[src/rtl/seg_display_driver.sv]
// Eight-digit active-low multiplexed seven-segment driver; shows one 32-bit
// source per frame and fetches RAM words over a request/valid read port.
module seg_display_driver #(
   parameter int unsigned SCAN_DIV    = 100000,
   parameter int unsigned RAM_TIMEOUT = 15
) (
   input  logic        clk,
   input  logic        rst,
   input  logic [2:0]  display_op,
   input  logic [9:0]  ram_display_addr,
   input  logic        pause,
   input  logic [31:0] pc_in,
   input  logic [31:0] cycle_cnt,
   input  logic [31:0] jump_cnt,
   input  logic [31:0] branch_cnt,
   input  logic [31:0] syscall_val,
   output logic        ram_rd_req,
   output logic [9:0]  ram_rd_addr,
   input  logic        ram_rd_valid,
   input  logic [31:0] ram_rd_data,
   output logic [7:0]  AN,
   output logic [7:0]  SEG
);

   localparam int unsigned SCAN_W = (SCAN_DIV > 1) ? $clog2(SCAN_DIV) : 1;
   localparam int unsigned TMO_W  = (RAM_TIMEOUT > 1) ? $clog2(RAM_TIMEOUT) : 1;

   typedef enum logic [1:0] {IDLE, REQ, WAIT} state_t;

   state_t              state;
   logic [SCAN_W-1:0]   scan_cnt;
   logic [2:0]          digit_idx;
   logic [31:0]         shown;
   logic [31:0]         ram_word;
   logic [TMO_W-1:0]    tmo;
   logic                scan_wrap;
   logic                frame_start;
   logic [31:0]         src;
   logic [3:0]          nib;

   function automatic logic [6:0] hex7(input logic [3:0] n);
      case (n)
         4'h0:    return 7'h40;
         4'h1:    return 7'h79;
         4'h2:    return 7'h24;
         4'h3:    return 7'h30;
         4'h4:    return 7'h19;
         4'h5:    return 7'h12;
         4'h6:    return 7'h02;
         4'h7:    return 7'h78;
         4'h8:    return 7'h00;
         4'h9:    return 7'h10;
         4'hA:    return 7'h08;
         4'hB:    return 7'h03;
         4'hC:    return 7'h46;
         4'hD:    return 7'h21;
         4'hE:    return 7'h06;
         default: return 7'h0E;
      endcase
   endfunction

   always_comb begin
      scan_wrap   = (scan_cnt == SCAN_W'(SCAN_DIV - 1));
      frame_start = scan_wrap && (digit_idx == 3'd7);
      nib         = shown[{digit_idx, 2'b00} +: 4];
   end

   always_comb begin
      src = '0;
      case (display_op)
         3'd0:    src = pc_in;
         3'd1:    src = ram_word;
         3'd2:    src = cycle_cnt;
         3'd3:    src = jump_cnt;
         3'd4:    src = branch_cnt;
         3'd5:    src = syscall_val;
         default: src = '0;
      endcase
   end

   // AN/SEG follow digit_idx one cycle late, so a new frame's digit 0 sees the freshly latched word
   always_ff @(posedge clk) begin
      if (rst) begin
         scan_cnt  <= '0;
         digit_idx <= '0;
         shown     <= '0;
         AN        <= '1;
         SEG       <= '1;
      end else begin
         scan_cnt <= scan_wrap ? '0 : scan_cnt + 1'b1;
         if (scan_wrap)
            digit_idx <= digit_idx + 3'd1;
         if (frame_start)
            shown <= src;
         AN  <= ~(8'b1 << digit_idx);
         SEG <= {~(pause && (digit_idx == 3'd0)), hex7(nib)};
      end
   end

   // Address is captured on entry to REQ so it is already valid during the request pulse
   always_ff @(posedge clk) begin
      if (rst) begin
         state       <= IDLE;
         ram_rd_req  <= 1'b0;
         ram_rd_addr <= '0;
         ram_word    <= '0;
         tmo         <= '0;
      end else begin
         case (state)
            IDLE: begin
               if (frame_start && (display_op == 3'd1)) begin
                  state       <= REQ;
                  ram_rd_req  <= 1'b1;
                  ram_rd_addr <= ram_display_addr;
               end
            end
            REQ: begin
               ram_rd_req <= 1'b0;
               tmo        <= '0;
               state      <= WAIT;
            end
            WAIT: begin
               if (ram_rd_valid) begin
                  ram_word <= ram_rd_data;
                  state    <= IDLE;
               end else if (tmo == TMO_W'(RAM_TIMEOUT - 1)) begin
                  ram_word <= 32'hEEEEEEEE;
                  state    <= IDLE;
               end else begin
                  tmo <= tmo + 1'b1;
               end
            end
            default: state <= IDLE;
         endcase
      end
   end

endmodule
[config.mk]
export PLATFORM = sky130hd
export DESIGN_NAME = seg_display_driver
export DESIGN_NICKNAME = d
export VERILOG_FILES = /design/src/rtl/seg_display_driver.sv
export SDC_FILE = /design/constraint.sdc
export NUM_CORES = 1
export LEC_CHECK = 0
export CELL_PAD_IN_SITES_DETAIL_PLACEMENT = 2
export CELL_PAD_IN_SITES_GLOBAL_PLACEMENT = 2
export CORE_MARGIN = 3
export CORE_UTILIZATION = 26
export DETAILED_ROUTE_END_ITERATION = 12
export PLACE_DENSITY_LB_ADDON = 0.1
export RECOVER_POWER = 50
export SLEW_MARGIN = 10
export SYNTH_ARGS = -nofsm -noshare
export SYNTH_HDL_FRONTEND = slang
export SYNTH_SLANG_ARGS = --single-unit
[constraint.sdc]
create_clock -name clk -period 5.65 [get_ports clk]
set_clock_uncertainty 0.15 [all_clocks]
set_input_delay 1.13 -clock clk [delete_from_list [all_inputs] [get_ports clk]]
set_output_delay 1.13 -clock clk [all_outputs]
set_load 0.02 [all_outputs]
==> Yosys cells after proc, flatten, opt, wreduce, memory -nomap -nowiden <==
Memories as Yosys holds them, arrays and structs flattened. A register that Yosys moved wholly into a read port is not among the register bits.
Index checks and enable logic that the tools add are counted.
{ "classes": {"addsub": 3, "n_eq_ne": 14, "shift": 2, "muxes": 12, "n_bitwise": 2, "n_reduce_logical": 15} }
{ "op_table": {"columns": ["operator", "n"], "rows": [
  ["32-bit one-hot mux with 6 select lines", 1],
  ["32-bit 2-to-1 mux", 2],
  ["32-bit by 6-bit indexed part select with 4-bit output", 1],
  ["17-bit by 1-bit adder with 17-bit output, second input constant", 1],
  ["17-bit equality test, second input constant", 1],
  ["3-bit equality test, second input constant", 3],
  ["4-bit 2-to-1 mux", 2],
  ["8-bit inverter", 1],
  ["4-bit one-hot mux with 2 select lines", 1],
  ["2-bit AND reduction", 4],
  ["1-bit by 3-bit << shifter with 8-bit output, first input constant", 1],
  ["3-bit by 2-bit equality test with 1-bit output, second input constant", 2],
  ["3-bit logical NOT", 2],
  ["2-bit 2-to-1 mux", 3],
  ["2-bit != test, second input constant", 3],
  ["2-bit one-hot mux with 3 select lines", 1],
  ["2-bit nonzero test", 3],
  ["4-bit by 1-bit adder with 4-bit output, second input constant", 1],
  ["4-bit equality test, second input constant", 1],
  ["3-bit by 1-bit adder with 3-bit output, second input constant", 1],
  ["3-bit by 1-bit equality test with 1-bit output, second input constant", 1],
  ["1-bit logical AND", 3],
  ["3-bit != test, second input constant", 1],
  ["3-bit AND reduction", 1],
  ["other kinds (7)", 7]
]} }
{ "word_totals": {"reg_bits": 117, "romBits": 112, "input_bits": 209, "out_inout_bits": 27, "memories": 1} }
{ "memory_table": {"columns": ["name", "depth", "width", "rd", "rd_clocked_by_memory_dff", "write_ports", "line_no", "rtl"], "rows": [
  ["(no name shown)", 16, 7, 1, 1, 0, "42", "case (n)"]
]} }

==> Logic depth before layout (Yosys ltp) <==
{ "depth": {"word_depth": 5, "depth_mapped": 9} }

==> Worst setup path after synthesis <==
Ideal clock, no wire load.
{ "synth_path": {"kind": "input to register", "startpoint": "input port display_op[1]", "endpoint": "register shown[10]", "setup_time_ns": 0.091, "t_arrival_ns": 2.424, "slack_ns": 2.985, "cell_stages": 5, "cell_sequence": "nor3_1 > clkbuf_1 > clkbuf_1 > a22oi_1 > a311oi_1"} }
{ "synth_between": {"elab_chain_len": 2} }
{ "synth_lines": {"columns": ["item", "line_no", "rtl"], "rows": [
  ["start, declared", "9", "input logic [2:0] display_op,"],
  ["3-bit equality test, or another cell as far along", "70", "case (display_op)"],
  ["32-bit one-hot mux with 6 select lines (*)", "70", null],
  ["end signal, assigned", "94", "shown <= src;"],
  ["end, declared", "33", "logic [31:0] shown;"]
]} }
Mark *: on every way between the ends. The rest lies on a longest branch, timed or not.
A chain may end at the register's enable or synchronous reset.

==> Worst setup path in the final report <==
{ "layout_path": {"startpoint": "input port rst", "endpoint": "register scan_cnt[13]"} }
{ "layout_between": {"elab_chain_len": 1} }
{ "layout_lines": {"columns": ["item", "line_no", "rtl"], "rows": [
  ["start, declared", "8", "input logic rst,"],
  ["2-bit OR reduction (no source line)", null, null],
  ["end signal, assigned", "90", "scan_cnt <= scan_wrap ? '0 : scan_cnt + 1'b1;"],
  ["end, declared", "31", "logic [SCAN_W-1:0] scan_cnt;"]
]} }
Every way passes these cells.

==> run summary <==
Status = finished with violations
Peak per-stage delay on the critical path = 1.30 ns
CP max FO = 66
Worst VDD drop = 0.154 mV
GRT Total Usage = 21.1%
Resize count post-CTS = 0
Vias in the first global route = 6,482
Area leader, netlist = dfxtp_1
Critical path, cell by cell = buf_2, buf_4, inv_1, clkbuf_1, nand2_1, nor2_1
Site row count = 52
Clock Tree Root = clkbuf_16
Pin count of the biggest net entering global routing = 67
Critical Path Start Type = input port
Layout cells sized above 1 = 10.1%
DR iter-0 viols = 216
Hold-critical path endpoint = tmo[3]
Post-CTS Hold Fix Bufs = 0
Clock buffer depth = 2
# H-tree levels = 4
Die area = 0.0232 mm²
Register area share after synthesis = 42.1%
WL/cell = 23.0 µm
Drt first pass iters = 4
Leakage = 3.11 nW
Unrepaired setup endpoints after global routing = false
Port Buffers = 235
Cell Area, Synth = 0.00557 mm²
Worst path slowest cell = clkbuf_1
Bufs and invs on worst path = 4
Hold path start = tmo[3]
Main synth FF type = dfxtp_1
PwrDens = 249 mW/mm²
Final setup viols = 0
Post-CTS Setup Bufs = 0
Reg2Reg Depth = 5
NumNets Final = 1,019
Final-report hold violation count = 0
Detailed placement HPWL = 19,000 µm
Total of max-cap violations = 1
Met3 Resource Use GR = 4.77%
Routed wire length = 24,900 µm
Synth unique cells = 45
Post-route setup TNS = 0 ns
Post-synth ARST share = 0%
Crit Path Class = input port to flip-flop
Reg2Reg Setup Slack = 2.29 ns
Met2 usage = 38.1%
Via Count = 5,718
Reg clk slew, reported paths = 0.06 ns
Ports = 236
Antenna violations before repair = 8
Cells after Synth = 581
Synth top area share = 42.1%
Final GP Congestion = 0.787
Final Max Slew Viols = 35
CORE AREA = 0.0206 mm²
R2R Path End = SEG[0]
WHS Path Cells = 1
Setup WS post-layout = 1.64 ns
Initial Util = 27.0%
Syn nets = 805
Worst path arrival time = 4.19 ns
CTS buffer count = 17
Busiest grt layer = met2
Area grow syn2layout = 57.4%
DRC = 0
Die height = 152 µm
Fmax = 249 MHz
Die X = 152 µm
Tightest Hold Check Type = flip-flop to flip-flop
Area contributors post-synth = dfxtp_1 42%, nor2_1 5.9%, a22oi_1 5.5%
Gr ovfl total = 0
Critical path depth in cells = 6
Worst EP required = 5.83 ns
Syn_area_per_cell = 9.58 µm²
Worst skew pair latency = 0.42 ns
Crit end category = flip-flop
Rel. slew slack = -19.6%
First-pass GRT wire length = 38,000 µm
Met1 GRT Util = 23.3%
Post-DRT Antenna Nets = 0
Final Cycle Share = 71.0%
Failing checks = capacitance limit, slew limit
Delay-heaviest family, CP = buffers and inverters
Vias/cell = 5.27
Yosys warns = 0
Worst R2R Start = digit_idx[1]
Post-placement worst setup slack = 1.73 ns
FF+latch count, synth = 117
Post-synth EDFFs = 0
Minimum clock period = 4.01 ns
Slew @ Worst Pin = 1.79 ns
# clock sinks = 117
TritonCTS clock tree = built
synth_stat cells, drive strengths merged (2+ instances only):
master    n
dfxtp   117
nor2     88
clkbuf   42
a22oi    41
a22o     33
a221oi   32
a311oi   32
o221a    24
nand2    23
mux2i    17
ha       15
inv      12
nand3    10
buf       9
xnor2     9
a21oi     7
xor2      7
mux4      6
nor3      6
mux2      4
nor2b     4
nor3b     4
o21ai     4
o221ai    4
or3       4
a31oi     3
and2      3
and3      3
nand2b    3
nand4     3
and3b     2
or4       2
layout by cell type, fill, tap and decap left out, types with 4 or more instances in the layout:
master             n
clkdlybuf4s50_1  206
dfxtp_1          117
nor2_1            87
a22oi_1           41
a22o_1            33
a221oi_1          32
a311oi_1          32
dlygate4sd3_1     28
o221a_2           24
nand2_1           23
mux2i_1           17
clkbuf_16         17
ha_1              15
inv_1             12
nand3_1           10
buf_4             10
xnor2_1            9
diode_2            7
xor2_1             7
a21oi_1            7
mux4_2             6
nor3_1             5
mux2_2             4
or3_1              4
o21ai_0            4
o221ai_1           4
report_power, final:
part / switching, mW / leakage, nW / total (mW) / internal (mW)
logic: 0.0888 / 1.88 / 0.246 / 0.157
registers: 0.00264 / 0.946 / 0.833 / 0.830
clock network: 0.400 / 0.286 / 1.10 / 0.704
total: 0.492 / 3.11 / 2.18 / 1.69
routing by layer:
metal | up-vias | wire length (µm)
li1 | 2680 | -
met1 | 2824 | 9620
met2 | 165 | 13200
met3 | 47 | 1270
met4 | 2 | 847
met5 | - | 9
area by class of cell:
type                            count  area [µm²]
Clock inverter                     12         154
Fill cell                        2187       11900
Inverter                           12        45.0
Timing Repair Buffer              246        2430
Tap cell                          270         338
Clock buffer                       20         447
Multi-Input combinational cell    401        2990
Antenna cell                        7        17.5
Sequential cell                   117        2340
registers in the layout (all words and copies together) (netlist names):
name and flops:
ram_word 32, shown 32, scan_cnt 17, ram_rd_addr 10, AN 8, SEG 8
tmo 4, digit_idx 3, state 2, ram_rd_req 1
worst max path at each step:
| stage | startpoint | to | slack (ns) |
|---|---|---|---|
| detailed placement | display_op[1] | shown[19] | 1.73 |
| global route | rst | scan_cnt[13] | 1.36 |
| CTS | display_op[1] | shown[16] | 2.14 |
| global placement | display_op[1] | shown[22] | 1.93 |
| floorplan | display_op[1] | shown[10] | 2.98 |
| finish | rst | scan_cnt[13] | 1.64 |
metrics by stage:
| stage | power, mW | utilization, % | cells | hold slack, ns | cell area (µm²) |
|---|---|---|---|---|---|
| 2_1_floorplan | 0.912 | - | 581 | 0.280 | 5570 |
| 3_3_place_gp | 1.09 | 39.5 | 1046 | 0.293 | 8150 |
| 3_5_place_dp | 1.10 | 39.5 | 1046 | 0.316 | 8150 |
| 4_1_cts | 2.21 | 42.4 | 1078 | 0.326 | 8750 |
| 5_1_grt | 2.26 | 42.5 | 1085 | 0.363 | 8760 |
| 6_report | 2.18 | 42.5 | 1085 | 0.321 | 8760 |
kinds of logic (layout without fill, tap and decap cells):
kind of cell               Yosys count  in the layout  synth area share, %
muxes                               27             27                 6.29
xor gates and xnor gates            16             16                 2.52
adders and majority gates           15             15                 3.37
AOI/OAI and AO/OA                  185            185                 28.3
DFF                                117            117                 42.1
buffers and inverters               63            290                 4.56
and+or+nand+nor                    158            158                 12.9
other                                0              7                    0
No activity file was read; power rests on OpenSTA's default activity.
